[config.mk]
export PLATFORM = sky130hd
export DESIGN_NAME = i2s_wave_sequencer_flat
export DESIGN_NICKNAME = d
export VERILOG_FILES = /design/src/rtl/i2s_wave_sequencer_pkg.sv /design/src/rtl/i2s_wave_sequencer_if.sv /design/src/rtl/i2s_wave_sequencer_sample_rate_divider.sv /design/src/rtl/i2s_wave_sequencer.sv /design/src/flat_wrapper.sv
export SDC_FILE = /design/constraint.sdc
export NUM_CORES = 1
export LEC_CHECK = 0
export CAP_MARGIN = 5
export CELL_PAD_IN_SITES_DETAIL_PLACEMENT = 1
export CELL_PAD_IN_SITES_GLOBAL_PLACEMENT = 2
export CORE_MARGIN = 4
export CORE_UTILIZATION = 30
export CTS_CLUSTER_SIZE = 10
export DETAILED_ROUTE_END_ITERATION = 10
export PLACE_DENSITY = 0.79
export SYNTH_ARGS = -nofsm -noshare
export SYNTH_HDL_FRONTEND = slang
export SYNTH_SLANG_ARGS = --single-unit
[constraint.sdc]
create_clock -name clk -period 2.7 [get_ports clk]
set_input_delay 0.54 -clock clk [delete_from_list [all_inputs] [get_ports clk]]
set_output_delay 0.54 -clock clk [all_outputs]
set_load 0.1 [all_outputs]
[src/rtl/i2s_wave_sequencer_pkg.sv]
// Shared types and table constants for the I2S waveform sequencer.
package i2s_wave_pkg;

   localparam int SINE_LEN = 44;
   localparam int TRI_LEN  = 16;
   localparam int SAMPLE_W = 16;

   typedef enum logic [1:0] {
      IDLE,
      WAIT_TICK,
      PRESENT,
      DONE
   } seq_state_e;

   // A masked channel carries silence rather than the ROM value.
   function automatic logic [SAMPLE_W-1:0] mask_chan(input logic en,
                                                     input logic [SAMPLE_W-1:0] v);
      return en ? v : '0;
   endfunction

endpackage

[src/rtl/i2s_wave_sequencer_if.sv]
// Stereo sample handshake between the sequencer and the I2S writer.
interface i2s_wave_sequencer_if;
   import i2s_wave_pkg::*;

   logic [2*SAMPLE_W-1:0] sample_data;
   logic                  sample_valid;
   logic                  sample_ready;

   modport master (output sample_data, output sample_valid, input sample_ready);
   modport slave  (input sample_data, input sample_valid, output sample_ready);

endinterface

[src/rtl/i2s_wave_sequencer_sample_rate_divider.sv]
// Down-counting sample-rate divider; tick fires while running and the count is zero.
module sample_rate_divider #(
   parameter int SAMPLE_DIV = 2267
) (
   input  logic clk,
   input  logic rst_n,
   input  logic load_i,
   input  logic run_i,
   output logic tick_o
);

   localparam int               CNT_W  = (SAMPLE_DIV > 2) ? $clog2(SAMPLE_DIV) : 1;
   localparam logic [CNT_W-1:0] RELOAD = CNT_W'(SAMPLE_DIV - 1);

   logic [CNT_W-1:0] cnt_q, cnt_d;

   assign tick_o = run_i && (cnt_q == '0);

   // Loading zero makes the first tick land on the cycle right after start.
   always_comb begin
      cnt_d = cnt_q;
      if (load_i) begin
         cnt_d = '0;
      end else if (run_i) begin
         cnt_d = (cnt_q == '0) ? RELOAD : cnt_q - 1'b1;
      end
   end

   always_ff @(posedge clk or negedge rst_n) begin
      if (!rst_n) cnt_q <= RELOAD;
      else        cnt_q <= cnt_d;
   end

endmodule

[src/rtl/i2s_wave_sequencer.sv]
// Walks the waveform ROM one position per sample tick and offers each stereo sample to the I2S writer.
module i2s_wave_sequencer
   import i2s_wave_pkg::*;
#(
   parameter int SAMPLE_DIV = 2267
) (
   input  logic                clk,
   input  logic                rst_n,
   input  logic                enable,
   input  logic                wave_sel,
   input  logic [15:0]         period_count,
   input  logic [1:0]          channel_mask,
   output logic                rom_sel,
   output logic [7:0]          rom_pos,
   input  logic [7:0]          rom_wavelength,
   input  logic [SAMPLE_W-1:0] rom_value,
   i2s_wave_sequencer_if.master smp,
   output logic                busy,
   output logic                done,
   output logic                underrun
);

   seq_state_e            state_q, state_d;
   logic                  en_q;
   logic                  sel_q, sel_d;
   logic [7:0]            pos_q, pos_d;
   logic [15:0]           per_q, per_d;
   logic [2*SAMPLE_W-1:0] data_q, data_d;
   logic                  urun_q, urun_d;
   logic                  div_load, div_run, tick;
   logic [7:0]            last_pos;

   sample_rate_divider #(.SAMPLE_DIV(SAMPLE_DIV)) u_div (
      .clk    (clk),
      .rst_n  (rst_n),
      .load_i (div_load),
      .run_i  (div_run),
      .tick_o (tick)
   );

   // A zero-length table behaves as a single-entry table.
   assign last_pos = (rom_wavelength == 8'd0) ? 8'd0 : rom_wavelength - 8'd1;
   assign div_run  = (state_q != IDLE);

   always_comb begin
      state_d  = state_q;
      sel_d    = sel_q;
      pos_d    = pos_q;
      per_d    = per_q;
      data_d   = data_q;
      urun_d   = urun_q;
      div_load = 1'b0;
      unique case (state_q)
         IDLE: begin
            if (enable && !en_q) begin
               state_d  = WAIT_TICK;
               div_load = 1'b1;
               pos_d    = 8'd0;
               sel_d    = wave_sel;
               per_d    = 16'd0;
               urun_d   = 1'b0;
            end
         end
         WAIT_TICK: begin
            if (!enable) begin
               state_d = IDLE;
            end else if (tick) begin
               data_d  = {mask_chan(channel_mask[1], rom_value),
                          mask_chan(channel_mask[0], rom_value)};
               state_d = PRESENT;
               // Table selection only changes at a period boundary.
               if (pos_q >= last_pos) begin
                  pos_d = 8'd0;
                  sel_d = wave_sel;
                  if (per_q != 16'hFFFF) per_d = per_q + 16'd1;
               end else begin
                  pos_d = pos_q + 8'd1;
               end
            end
         end
         PRESENT: begin
            if (tick) urun_d = 1'b1;
            if (smp.sample_ready) begin
               if (period_count != 16'd0 && per_q == period_count) state_d = DONE;
               else if (!enable)                                   state_d = IDLE;
               else                                                state_d = WAIT_TICK;
            end
         end
         DONE:    state_d = IDLE;
         default: state_d = IDLE;
      endcase
   end

   always_ff @(posedge clk or negedge rst_n) begin
      if (!rst_n) begin
         state_q <= IDLE;
         en_q    <= 1'b0;
         sel_q   <= 1'b0;
         pos_q   <= 8'd0;
         per_q   <= 16'd0;
         data_q  <= '0;
         urun_q  <= 1'b0;
      end else begin
         state_q <= state_d;
         en_q    <= enable;
         sel_q   <= sel_d;
         pos_q   <= pos_d;
         per_q   <= per_d;
         data_q  <= data_d;
         urun_q  <= urun_d;
      end
   end

   assign rom_sel          = sel_q;
   assign rom_pos          = pos_q;
   assign smp.sample_data  = data_q;
   assign smp.sample_valid = (state_q == PRESENT);
   assign busy             = (state_q != IDLE);
   assign done             = (state_q == DONE);
   assign underrun         = urun_q;

endmodule

[src/flat_wrapper.sv]
// flat-port wrapper written by rule: the top's interface ports become plain ports
module i2s_wave_sequencer_flat import i2s_wave_pkg::*;
#(
   parameter int SAMPLE_DIV = 2267
)
  (clk, rst_n, enable, wave_sel, period_count, channel_mask, rom_sel, rom_pos, rom_wavelength, rom_value, busy, done, underrun, smp_sample_data, smp_sample_valid, smp_sample_ready);
  i2s_wave_sequencer_if smp_i ();
  input  logic clk;
  input  logic rst_n;
  input  logic enable;
  input  logic wave_sel;
  input  logic [15:0] period_count;
  input  logic [1:0] channel_mask;
  output logic rom_sel;
  output logic [7:0] rom_pos;
  input  logic [7:0] rom_wavelength;
  input  logic [SAMPLE_W-1:0] rom_value;
  output logic busy;
  output logic done;
  output logic underrun;
  output wire logic [$bits(smp_i.sample_data)-1:0] smp_sample_data;
  output wire logic [$bits(smp_i.sample_valid)-1:0] smp_sample_valid;
  input wire logic [$bits(smp_i.sample_ready)-1:0] smp_sample_ready;
  assign smp_sample_data = smp_i.sample_data;
  assign smp_sample_valid = smp_i.sample_valid;
  assign smp_i.sample_ready = smp_sample_ready;
  i2s_wave_sequencer #(.SAMPLE_DIV(SAMPLE_DIV)) u_core (.clk(clk), .rst_n(rst_n), .enable(enable), .wave_sel(wave_sel), .period_count(period_count), .channel_mask(channel_mask), .rom_sel(rom_sel), .rom_pos(rom_pos), .rom_wavelength(rom_wavelength), .rom_value(rom_value), .smp(smp_i), .busy(busy), .done(done), .underrun(underrun));
endmodule
==> metrics.md <==
| Metric | Value |
|---|---|
| Status | `finished with violations` |
| Failing checks | `setup timing` |
| Overall via count from detail_route | `4,006` |
| Wire per inst | `18.1 microns` |
| CORE AREA | `between 10,000 and 15,000 sq um` |
| Layout cells sized above 1 | `0.261` |
| Number of synthesized register bits | `73` |
| Critical path startpoint category | `input port` |
| # setup viols final | `25` |
| Clock sink total | `73` |
| Register Area | `1830 sq um` |
| Final core utilization | `0.446` |
| Vias in the first global route | `approximately 4.5k` |
| Max Buffers Root-to-Sink | `2` |
| Asr flop ratio synth | `1.00` |
| Cell family with most CP delay | `compound AO/OA/AOI/OAI gates` |
| Initial Util | `0.310` |
| Clock transition at the registers of the reported paths | `60 ps` |
| Max-slew headroom | `0.335` |
| DR vias/cell | `between 5 and 6` |
| First-pass GRT wire length | `roughly 23 mm` |
| Max stage delay on crit path | `490 ps` |
| Total grt overflow | `0` |
| Post-DRT Antenna Nets | `0` |
| Setup CP Type | `in -> reg` |
| Vert. Die Dim | `roughly 130 microns` |
| Gpl congestion | `between 0.8 and 0.9` |
| Die area | `about 16,000 sq um` |
| Most used cell, CP | `ha_4` |
| RSZ-0062 raised after global routing | `yes` |
| Setup Skew | `10.4 ps` |
| Max Cap Viol | `0` |
| Drt drc | `0` |
| Detailed Place HPWL | `9.91 mm` |
| Slew at the pin closest to its max-slew limit | `997 ps` |
| Synth warn | `0` |
| Htree depth | `3` |
| Total CTS buffers | `9` |
| Final period utilization | `1.09` |
| CTS Root Cell | `clkbuf_16` |
| Synthesis-to-layout area growth | `43.6%` |
| Crit path DAT | `3180 ps` |
| Worst reg2reg setup slack | `around 450 ps` |
| Die X-Extent | `126 microns` |
| Initial antenna violation count | `0` |
| PD cells | `between 1000 and 1500 nW/um^2` |
| Peak VDD IR | `0.000928 V` |
| Drt total wl | `between 10 and 15 mm` |
| Clock insertion delay at the later pin of the skew report | `350 ps` |
| # IOs | `92` |
| Sequential share of the synthesized area | `0.441` |
| Buf/Inv on CP | `3` |
| Fmax | `0.339 GHz` |
| Diodes inserted | `0` |
| Fill cells | `around 1.6k` |
| Hold Crit Class | `in -> async` |
| Net Count, Synth | `around 530` |
| Violation count after the first detailed-route iteration | `160` |
| Ys flop type | `dfrtp_1` |
| Final Critical Period | `a little under 3000 ps` |
| Critical Path Fanout Max | `5` |
| Worst path cell trace | `buf_12, inv_12, ha_4, nor2b_4, nand3b_1, or3_4, o21ai_4, ha_4, a211oi_2, o21ai_2, buf_4, a2111oi_4, a211oi_4, mux2_4` |
| Final setup TNS | `-4440 ps` |
| Area occupied by multi-input gates | `2450 sq um` |
| Most frequent cells in the layout | `nand2_1, buf_4, dfrtp_1, o21ai_0, clkdlybuf4s50_1` |
| Data required time at the worst endpoint | `just under 3000 ps` |
| Post-synth EDFFs | `0` |
| Largest net degree at the start of global routing | `74` |
| Pins over their slew limit | `0` |
| Rows | `42` |
| Synthesized instance count | `472` |
| Post-synth cell types | `53` |
| Syn avg cell area | `8.81 sq um` |
| CTS tree | `done` |
| Synth Cell Area | `4160 sq um` |
| Final worst slack | `-252 ps` |
| Commonest non-fill, non-tap cell in the layout | `nand2_1` |
| Crit end category | `register` |
| Leak | `0.00257 uW` |
| Total Routing Usage GR | `0.178` |
| Final Hold Fails | `0` |
| Critical Path Slowest Stage Cell | `a2111oi_4` |
| Drt pass-1 iters | `4` |
| Final-stage net count | `around 650` |
| Port buffer count | `91` |
[cell type report]
| type | count | area share |
|---|---|---|
| clock inverters | 6 | 0.0153 |
| inverters | 15 | 0.0124 |
| clock buffers | 10 | 0.0383 |
| repair buffers | 123 | 0.179 |
| well taps | 176 | 0.0369 |
| flip-flops and latches | 73 | 0.307 |
| multi-input cells | 364 | 0.411 |
[Yosys cell counts (all sizes together) (7+ instances only)]
| library cell | count | area share |
|---|---|---|
| a31oi | 16 | 0.024 |
| nand3 | 12 | 0.014 |
| nand2 | 91 | 0.082 |
| nor2 | 22 | 0.020 |
| nor2b | 9 | 0.014 |
| a21oi | 17 | 0.020 |
| nor3 | 15 | 0.018 |
| a41oi | 8 | 0.017 |
| ha | 13 | 0.039 |
| and3 | 8 | 0.012 |
| nor4 | 7 | 0.014 |
| xnor2 | 14 | 0.029 |
| inv | 15 | 0.014 |
| o21ai | 62 | 0.075 |
| nand4 | 9 | 0.014 |
| dfrtp | 67 | 0.40 |
| clkbuf | 17 | 0.016 |
[power by group]
group,switching (uW),leakage [uW],internal (uW)
clock,498,0.000145,813
combinational,3130,0.00145,1110
sequential,310,0.000973,1470
total,3940,0.00257,3400
[flip-flops by register name, summed over array words and instances, names as in the netlist]
register / cells
u_core.en_q: 1
u_core.state_q: 2
u_core.per_q: 16
u_core.rom_pos: 8
u_core.u_div.cnt_q: 12
u_core.smp.sample_data: 32
u_core.rom_sel: 1
u_core.underrun: 1
[kinds of logic (layout without fill, tap and decap cells)]
logic type | count (synthesis) | in the layout | share of synthesized area
DFF | 73 | 73 | 0.441
muxes | 4 | 4 | 0.0108
AOI/OAI and AO/OA | 129 | 129 | 0.195
and+or+nand+nor | 198 | 198 | 0.236
adders and majority gates | 13 | 13 | 0.0391
buffers and inverters | 35 | 154 | 0.0364
xor gates and xnor gates | 20 | 20 | 0.0421
[path summary, 6_finish.rpt]
path                                                    to                  startpoint  depth (start not counted)
worst min register to register  u_core.smp.sample_data[28]  u_core.smp.sample_data[28]                          2
worst max register to register             u_core.per_q[0]           u_core.rom_pos[0]                          8
max in group asynchronous                u_core.rom_pos[1]                       rst_n                          1
min in group clk                u_core.smp.sample_data[28]  u_core.smp.sample_data[28]                          2
worst min-delay path                        u_core.rom_sel                       rst_n                          1
worst max-delay path                       u_core.per_q[0]           rom_wavelength[1]                         14
[through the flow]
stage / instances / setup slack, ps / total power (uW) / hold slack [ps] / area, sq um
final: 767 / -252 / 7340 / 323 / 5970
after global routing: 767 / -407 / 7750 / 457 / 5970
after CTS: 765 / -250 / 7310 / 397 / 5840
after detailed placement: 745 / -1110 / 5840 / 475 / 5360
after global placement: 745 / -979 / 5750 / 465 / 5360
after floorplan: 472 / -364 / 4750 / 244 / 4260
[metal layers]
metal  share of wire  track usage  vias up  routed length, microns
li1                -            -     1931                       -
met1            0.44        0.221     1978                    6120
met2            0.49        0.298       78                    6790
met3           0.053       0.0542       19                     731
met4           0.020       0.0587        0                     272
met5               0            0        -                       0
[repair_timing]
item | CTS | global route
pin swaps | 14 | 19
hold endpoints to repair | 0 | 0
setup endpoints to repair | 25 | 25
setup buffers | 5 | 2
hold buffers | 0 | 0
gates resized for setup | 41 | 22
(Power assumes the default switching activity.)
